File: src/rtl/pipe_pkg.sv
// Shared definitions for the MIPS pipeline registers: default widths,
// the one-hot stall-action encoding and the ALU opcodes seen by MEM.
package pipe_pkg;

  localparam int DATA_W_DEF = 32;
  localparam int ADDR_W_DEF = 5;
  localparam int OP_W_DEF   = 8;
  localparam int CNT_W_DEF  = 2;

  // One-hot so each register stage can test a single bit per action.
  typedef enum logic [3:0] {
    ACT_FLUSH  = 4'b0001,
    ACT_BUBBLE = 4'b0010,
    ACT_HOLD   = 4'b0100,
    ACT_LOAD   = 4'b1000
  } pipe_act_e;

  localparam logic [7:0] ALUOP_LB   = 8'b1110_0000;
  localparam logic [7:0] ALUOP_LBU  = 8'b1110_0100;
  localparam logic [7:0] ALUOP_LH   = 8'b1110_0001;
  localparam logic [7:0] ALUOP_LHU  = 8'b1110_0101;
  localparam logic [7:0] ALUOP_LW   = 8'b1110_0011;
  localparam logic [7:0] ALUOP_SB   = 8'b1110_1000;
  localparam logic [7:0] ALUOP_SH   = 8'b1110_1001;
  localparam logic [7:0] ALUOP_SW   = 8'b1110_1011;
  localparam logic [7:0] ALUOP_MADD = 8'b1010_0110;
  localparam logic [7:0] ALUOP_MSUB = 8'b1010_1010;

endpackage

File: src/rtl/pipe_ctl.sv
// Priority decode of flush/stall into the single action a pipeline
// register applies on the next clock edge.
module pipe_ctl
  import pipe_pkg::*;
(
  input  logic      flush,
  input  logic      stall_ex,
  input  logic      stall_mem,
  output pipe_act_e act
);

  // stall_mem without stall_ex cannot come from the stall controller;
  // it falls through to HOLD so the stage never loses an instruction.
  always_comb begin
    act = ACT_LOAD;
    if (flush)
      act = ACT_FLUSH;
    else if (stall_ex && !stall_mem)
      act = ACT_BUBBLE;
    else if (stall_mem)
      act = ACT_HOLD;
  end

endmodule

File: src/rtl/ex_mem_pipe_reg.sv
// EX->MEM pipeline register with stall/bubble/flush and MADD/MSUB feedback.
// Define EX_MEM_HILO_EN to build the HI/LO writeback ports and registers.
module ex_mem_pipe_reg
  import pipe_pkg::*;
#(
  parameter int DATA_W = DATA_W_DEF,
  parameter int ADDR_W = ADDR_W_DEF,
  parameter int OP_W   = OP_W_DEF,
  parameter int CNT_W  = CNT_W_DEF
) (
  input  logic                clk,
  input  logic                rst,
  input  logic                stall_ex,
  input  logic                stall_mem,
  input  logic                flush,
  input  logic                ex_valid,
  input  logic [DATA_W-1:0]   ex_reg_write_data,
  input  logic [ADDR_W-1:0]   ex_reg_write_addr,
  input  logic                ex_reg_write_en,
  input  logic [OP_W-1:0]     ex_aluop,
  input  logic [DATA_W-1:0]   ex_mem_addr,
  input  logic [DATA_W-1:0]   ex_mem_store_data,
  input  logic [2*DATA_W-1:0] ex_hilo_temp,
  input  logic [CNT_W-1:0]    ex_cnt,
  output logic                mem_valid,
  output logic [DATA_W-1:0]   mem_reg_write_data,
  output logic [ADDR_W-1:0]   mem_reg_write_addr,
  output logic                mem_reg_write_en,
  output logic [OP_W-1:0]     mem_aluop,
  output logic [DATA_W-1:0]   mem_mem_addr,
  output logic [DATA_W-1:0]   mem_mem_store_data,
`ifdef EX_MEM_HILO_EN
  input  logic [DATA_W-1:0]   ex_hi,
  input  logic [DATA_W-1:0]   ex_lo,
  input  logic                ex_whilo,
  output logic [DATA_W-1:0]   mem_hi,
  output logic [DATA_W-1:0]   mem_lo,
  output logic                mem_whilo,
`endif
  output logic [2*DATA_W-1:0] hilo_temp_o,
  output logic [CNT_W-1:0]    cnt_o
);

  pipe_act_e act;

  pipe_ctl u_ctl (
    .flush     (flush),
    .stall_ex  (stall_ex),
    .stall_mem (stall_mem),
    .act       (act)
  );

  always_ff @(posedge clk or posedge rst) begin
    if (rst) begin
      mem_valid          <= 1'b0;
      mem_reg_write_data <= '0;
      mem_reg_write_addr <= '0;
      mem_reg_write_en   <= 1'b0;
      mem_aluop          <= '0;
      mem_mem_addr       <= '0;
      mem_mem_store_data <= '0;
      hilo_temp_o        <= '0;
      cnt_o              <= '0;
    end else begin
      case (act)
        ACT_FLUSH, ACT_BUBBLE: begin
          mem_valid          <= 1'b0;
          mem_reg_write_data <= '0;
          mem_reg_write_addr <= '0;
          mem_reg_write_en   <= 1'b0;
          mem_aluop          <= '0;
          mem_mem_addr       <= '0;
          mem_mem_store_data <= '0;
          // A bubble keeps the multi-cycle op's partial state alive in EX.
          hilo_temp_o        <= (act == ACT_BUBBLE) ? ex_hilo_temp : '0;
          cnt_o              <= (act == ACT_BUBBLE) ? ex_cnt : '0;
        end
        ACT_LOAD: begin
          mem_valid          <= ex_valid;
          mem_reg_write_data <= ex_reg_write_data;
          mem_reg_write_addr <= ex_reg_write_addr;
          mem_reg_write_en   <= ex_reg_write_en & ex_valid;
          mem_aluop          <= ex_aluop;
          mem_mem_addr       <= ex_mem_addr;
          mem_mem_store_data <= ex_mem_store_data;
          hilo_temp_o        <= '0;
          cnt_o              <= '0;
        end
        default: ;
      endcase
    end
  end

`ifdef EX_MEM_HILO_EN
  always_ff @(posedge clk or posedge rst) begin
    if (rst) begin
      mem_hi    <= '0;
      mem_lo    <= '0;
      mem_whilo <= 1'b0;
    end else begin
      case (act)
        ACT_FLUSH, ACT_BUBBLE: begin
          mem_hi    <= '0;
          mem_lo    <= '0;
          mem_whilo <= 1'b0;
        end
        ACT_LOAD: begin
          mem_hi    <= ex_hi;
          mem_lo    <= ex_lo;
          mem_whilo <= ex_whilo & ex_valid;
        end
        default: ;
      endcase
    end
  end
`endif

endmodule

File: config.mk
export PLATFORM = sky130hd
export DESIGN_NAME = ex_mem_pipe_reg
export DESIGN_NICKNAME = d
export VERILOG_FILES = /design/src/rtl/pipe_pkg.sv /design/src/rtl/pipe_ctl.sv /design/src/rtl/ex_mem_pipe_reg.sv
export SDC_FILE = /design/constraint.sdc
export NUM_CORES = 1
export LEC_CHECK = 0
export CORE_ASPECT_RATIO = 0.9
export CORE_UTILIZATION = 30
export CTS_BUF_LIST = sky130_fd_sc_hd__clkbuf_16
export DETAILED_ROUTE_END_ITERATION = 10
export PLACE_DENSITY_LB_ADDON = 0.05
export SETUP_SLACK_MARGIN = 0.15
export SKIP_CTS_REPAIR_TIMING = 1
export SLEW_MARGIN = 20
export SYNTH_ARGS = -nofsm -noshare
export SYNTH_HDL_FRONTEND = slang
export SYNTH_HIERARCHICAL = 1
export SYNTH_SLANG_ARGS = --single-unit
export TNS_END_PERCENT = 5
File: constraint.sdc
create_clock -name clk -period 11.74 [get_ports clk]
set_input_delay 2.935 -clock clk [delete_from_list [all_inputs] [get_ports clk]]
set_output_delay 2.935 -clock clk [all_outputs]
set_load 0.1 [all_outputs]
==> metrics.yaml <==
status:
  status: "complete, no violations"
worst_hold_path:
  hold_class: "reg2reg"
floorplan:
  die_x_um: 158.9
  die-area_um2: 22770
  die_y_um: 143.2
  pin_count: 359
  core-area_um2: 21700
  rows: 51
  start_util: 0.3065
synth:
  ys_seq_area_frac: 0.6660
  synth_edf_count: 0
  ys_warn_count: 6
  synth_common_cells: "dfrtp_1 (177), a32o_1 (176), buf_2 (31), buf_6 (14), clkbuf_1 (13)"
  syn_nets: 606
  synth-async-reset-ratio: 1.000
  syn_avg_cell_area_um2: 15.68
  synth.distinct_cells: 16
  synth.top_cell.area_share: 0.6660
  synth.largest_area_cell: "dfrtp_1"
  ys_seq_elements: 177
  ys.flop_type: "dfrtp_1"
  yosysMostFrequentCell: "dfrtp_1"
  synth.cell_area_um2: 6650
  synth.area.top_cells: "dfrtp_1 (67%), a32o_1 (26%), buf_6 (2.4%)"
  syn_inst: 424
global_routing:
  overflow: 0
  grt_pass1_vias: 5692
  grt_pass1_wl_um: 33110
  antenna_found_initial: 0
  grt_max_degree: 115
  grt.total_usage: 0.1887
power:
  sequentialPowerShare: 0.406
  p_leak_nw: 4.485
  switchingPower_w: 0.0005568
  powerDensity_nw_per_um2: 148.5
  clkPwrFrac: 0.336
  p_sw_frac: 0.3450
  pwr-share-comb: 0.258
  internal_power_w: 0.001057
  peakVddDrop_v: 0.00007933
timing:
  tns_ns: 0
  worst_slack_ns: 5.815
  rsz0062_at_grt: "no"
  worst_pin_slew_ns: 1.049
  setup_viol: 0
  drv_slew: 0
  hold_violations: 0
  max_freq_mhz: 168.8
  finalClockSkew_ns: 0
  period_share: 0.5047
  max_slew_margin: 0.2988
  finalCriticalPeriod_ns: 5.925
critical_path:
  start_kind: "input port"
  critPathKind: "in2reg"
  path_cells: "clkdlybuf4s50_1 -> nor3b_1 -> xnor2_1 -> or3_4 -> buf_4 -> a32o_1"
  critPathCaptureType: "flip-flop"
  required_ns: 12.10
  path_max_fanout: 97
  crit_arrival_ns: 6.28
  max_stage_delay_ns: 0.92
  cp_slowest_cell: "buf_4"
cts:
  cts_tree: "yes"
  clockRootBuffer: "clkbuf_16"
  htree_levels: 4
  clk_path_buf_depth: 2
  clock-sinks: 177
  numCtsBuffers: 17
  clk_pin_slew_worst_paths_ns: 0.07
  insertion_delay_ns: 0.42
place:
  dpl.hpwl_um: 14350
  gp_congestion: 0.7763
  portBuffers: 358
  post-place-ws_ns: 5.436
final_layout:
  seqCellArea_um2: 4429
  nFillCells: 1900
  multi_input_comb_area_um2: 1862
  flow.area_growth_from_synthesis_pct: 63.46
  final_nets: 929
  drive_gt1_frac: 0.05526
drt:
  drc: 0
  finalWirelength_um: 21690
  first_pass_iters: 4
  drtIter0Drc: 320
  via_count: 5481
  routedWlPerCell_um: 20.62
  final_antenna_net_count: 0
  vias_per_cell: 5.210
flow_run:
  maxCapViolations: 0
[critical path, delay by kind of cell]
kind / cells / cell delay [ns]
buf+inv: 2 / 1.46
simple gates: 2 / 1.29
compound gates: 1 / 0.30
xor+xnor: 1 / 0.19
[layout make-up]
type / instances / area share
multi-input cells: 186 / 0.1713
repair buffers: 364 / 0.3349
flip-flops and latches: 177 / 0.4075
diodes: 1 / 0.0002302
well taps: 291 / 0.03349
clock inverters: 15 / 0.01243
clock buffers: 17 / 0.03913
inverters: 1 / 0.001036
[cells by family (layout without fill, tap and decap cells)]
| kind of cell | after synthesis | count (layout) | share of synthesized area |
|---|---|---|---|
| buf+inv | 61 | 397 | 0.05720 |
| compound gates | 177 | 177 | 0.2662 |
| flops | 177 | 177 | 0.6660 |
| simple gates | 8 | 8 | 0.009221 |
| xor+xnor | 1 | 1 | 0.001317 |
| other cells | 0 | 1 | 0 |
[cells in the final DEF, fill, tap and decap left out, drive strengths merged]
cell,instances
bufinv,1
and2b,1
a31o,1
clkbuf,17
or3,1
xnor2,1
clkinv,5
or4b,1
buf,6
a32o,176
clkinvlp,3
and3,1
dfrtp,177
nor4b,2
diode,1
nor3,1
clkdlybuf4s50,358
nor3b,1
inv,7
[routing by layer]
metal	part of all wire	vias up	wire (um)	global-route usage
met1	0.39	2795	8472	0.2178
li1	-	2426	-	-
met4	0.023	0	505	0.07692
met2	0.51	232	11040	0.3241
met5	0	-	0	0
met3	0.077	28	1675	0.06245
[worst paths after layout]
check	from	endpoint	slack, ns	cells past startpoint
max in group asynchronous	rst	mem_mem_store_data[10]	7.28	3
hold reg to reg	hilo_temp_o[9]	hilo_temp_o[9]	0.52	1
min in group asynchronous	rst	mem_mem_addr[28]	3.05	2
hold / removal	hilo_temp_o[9]	hilo_temp_o[9]	0.52	1
setup reg to reg	hilo_temp_o[36]	hilo_temp_o[36]	11.00	1
setup / recovery	flush	mem_mem_addr[17]	5.81	6
[power by group through the flow]
stage | registers (W) | clock network, W | logic, W
floorplan | 0.000881 | 0 | 0.0000654
global placement | 0.000665 | 0 | 0.000416
detailed placement | 0.000666 | 0 | 0.000420
CTS | 0.000654 | 0.000560 | 0.000420
global route | 0.000658 | 0.000583 | 0.000431
finish | 0.000655 | 0.000543 | 0.000417
[through the flow]
stage           power, W  area (um2)  std cells  hold WS (ns)  utilization
4_1_cts         0.001635       10870       1051        0.5243       0.5008
6_report        0.001614       10870       1052        0.5195       0.5010
5_1_grt         0.001673       10870       1051        0.5322       0.5009
3_3_place_gp    0.001081       10280       1018        0.4946       0.4740
3_5_place_dp    0.001085       10300       1019        0.5006       0.4750
2_1_floorplan  0.0009465        6650        424         1.107            -
[state kept, by name (all words and copies together), names as in the netlist]
signal and flops:
mem_mem_addr 32, cnt_o 2, mem_reg_write_en 1, mem_valid 1, mem_mem_store_data 32, mem_aluop 8
mem_reg_write_data 32, mem_reg_write_addr 5, hilo_temp_o 64
(Power assumes the default switching activity.)
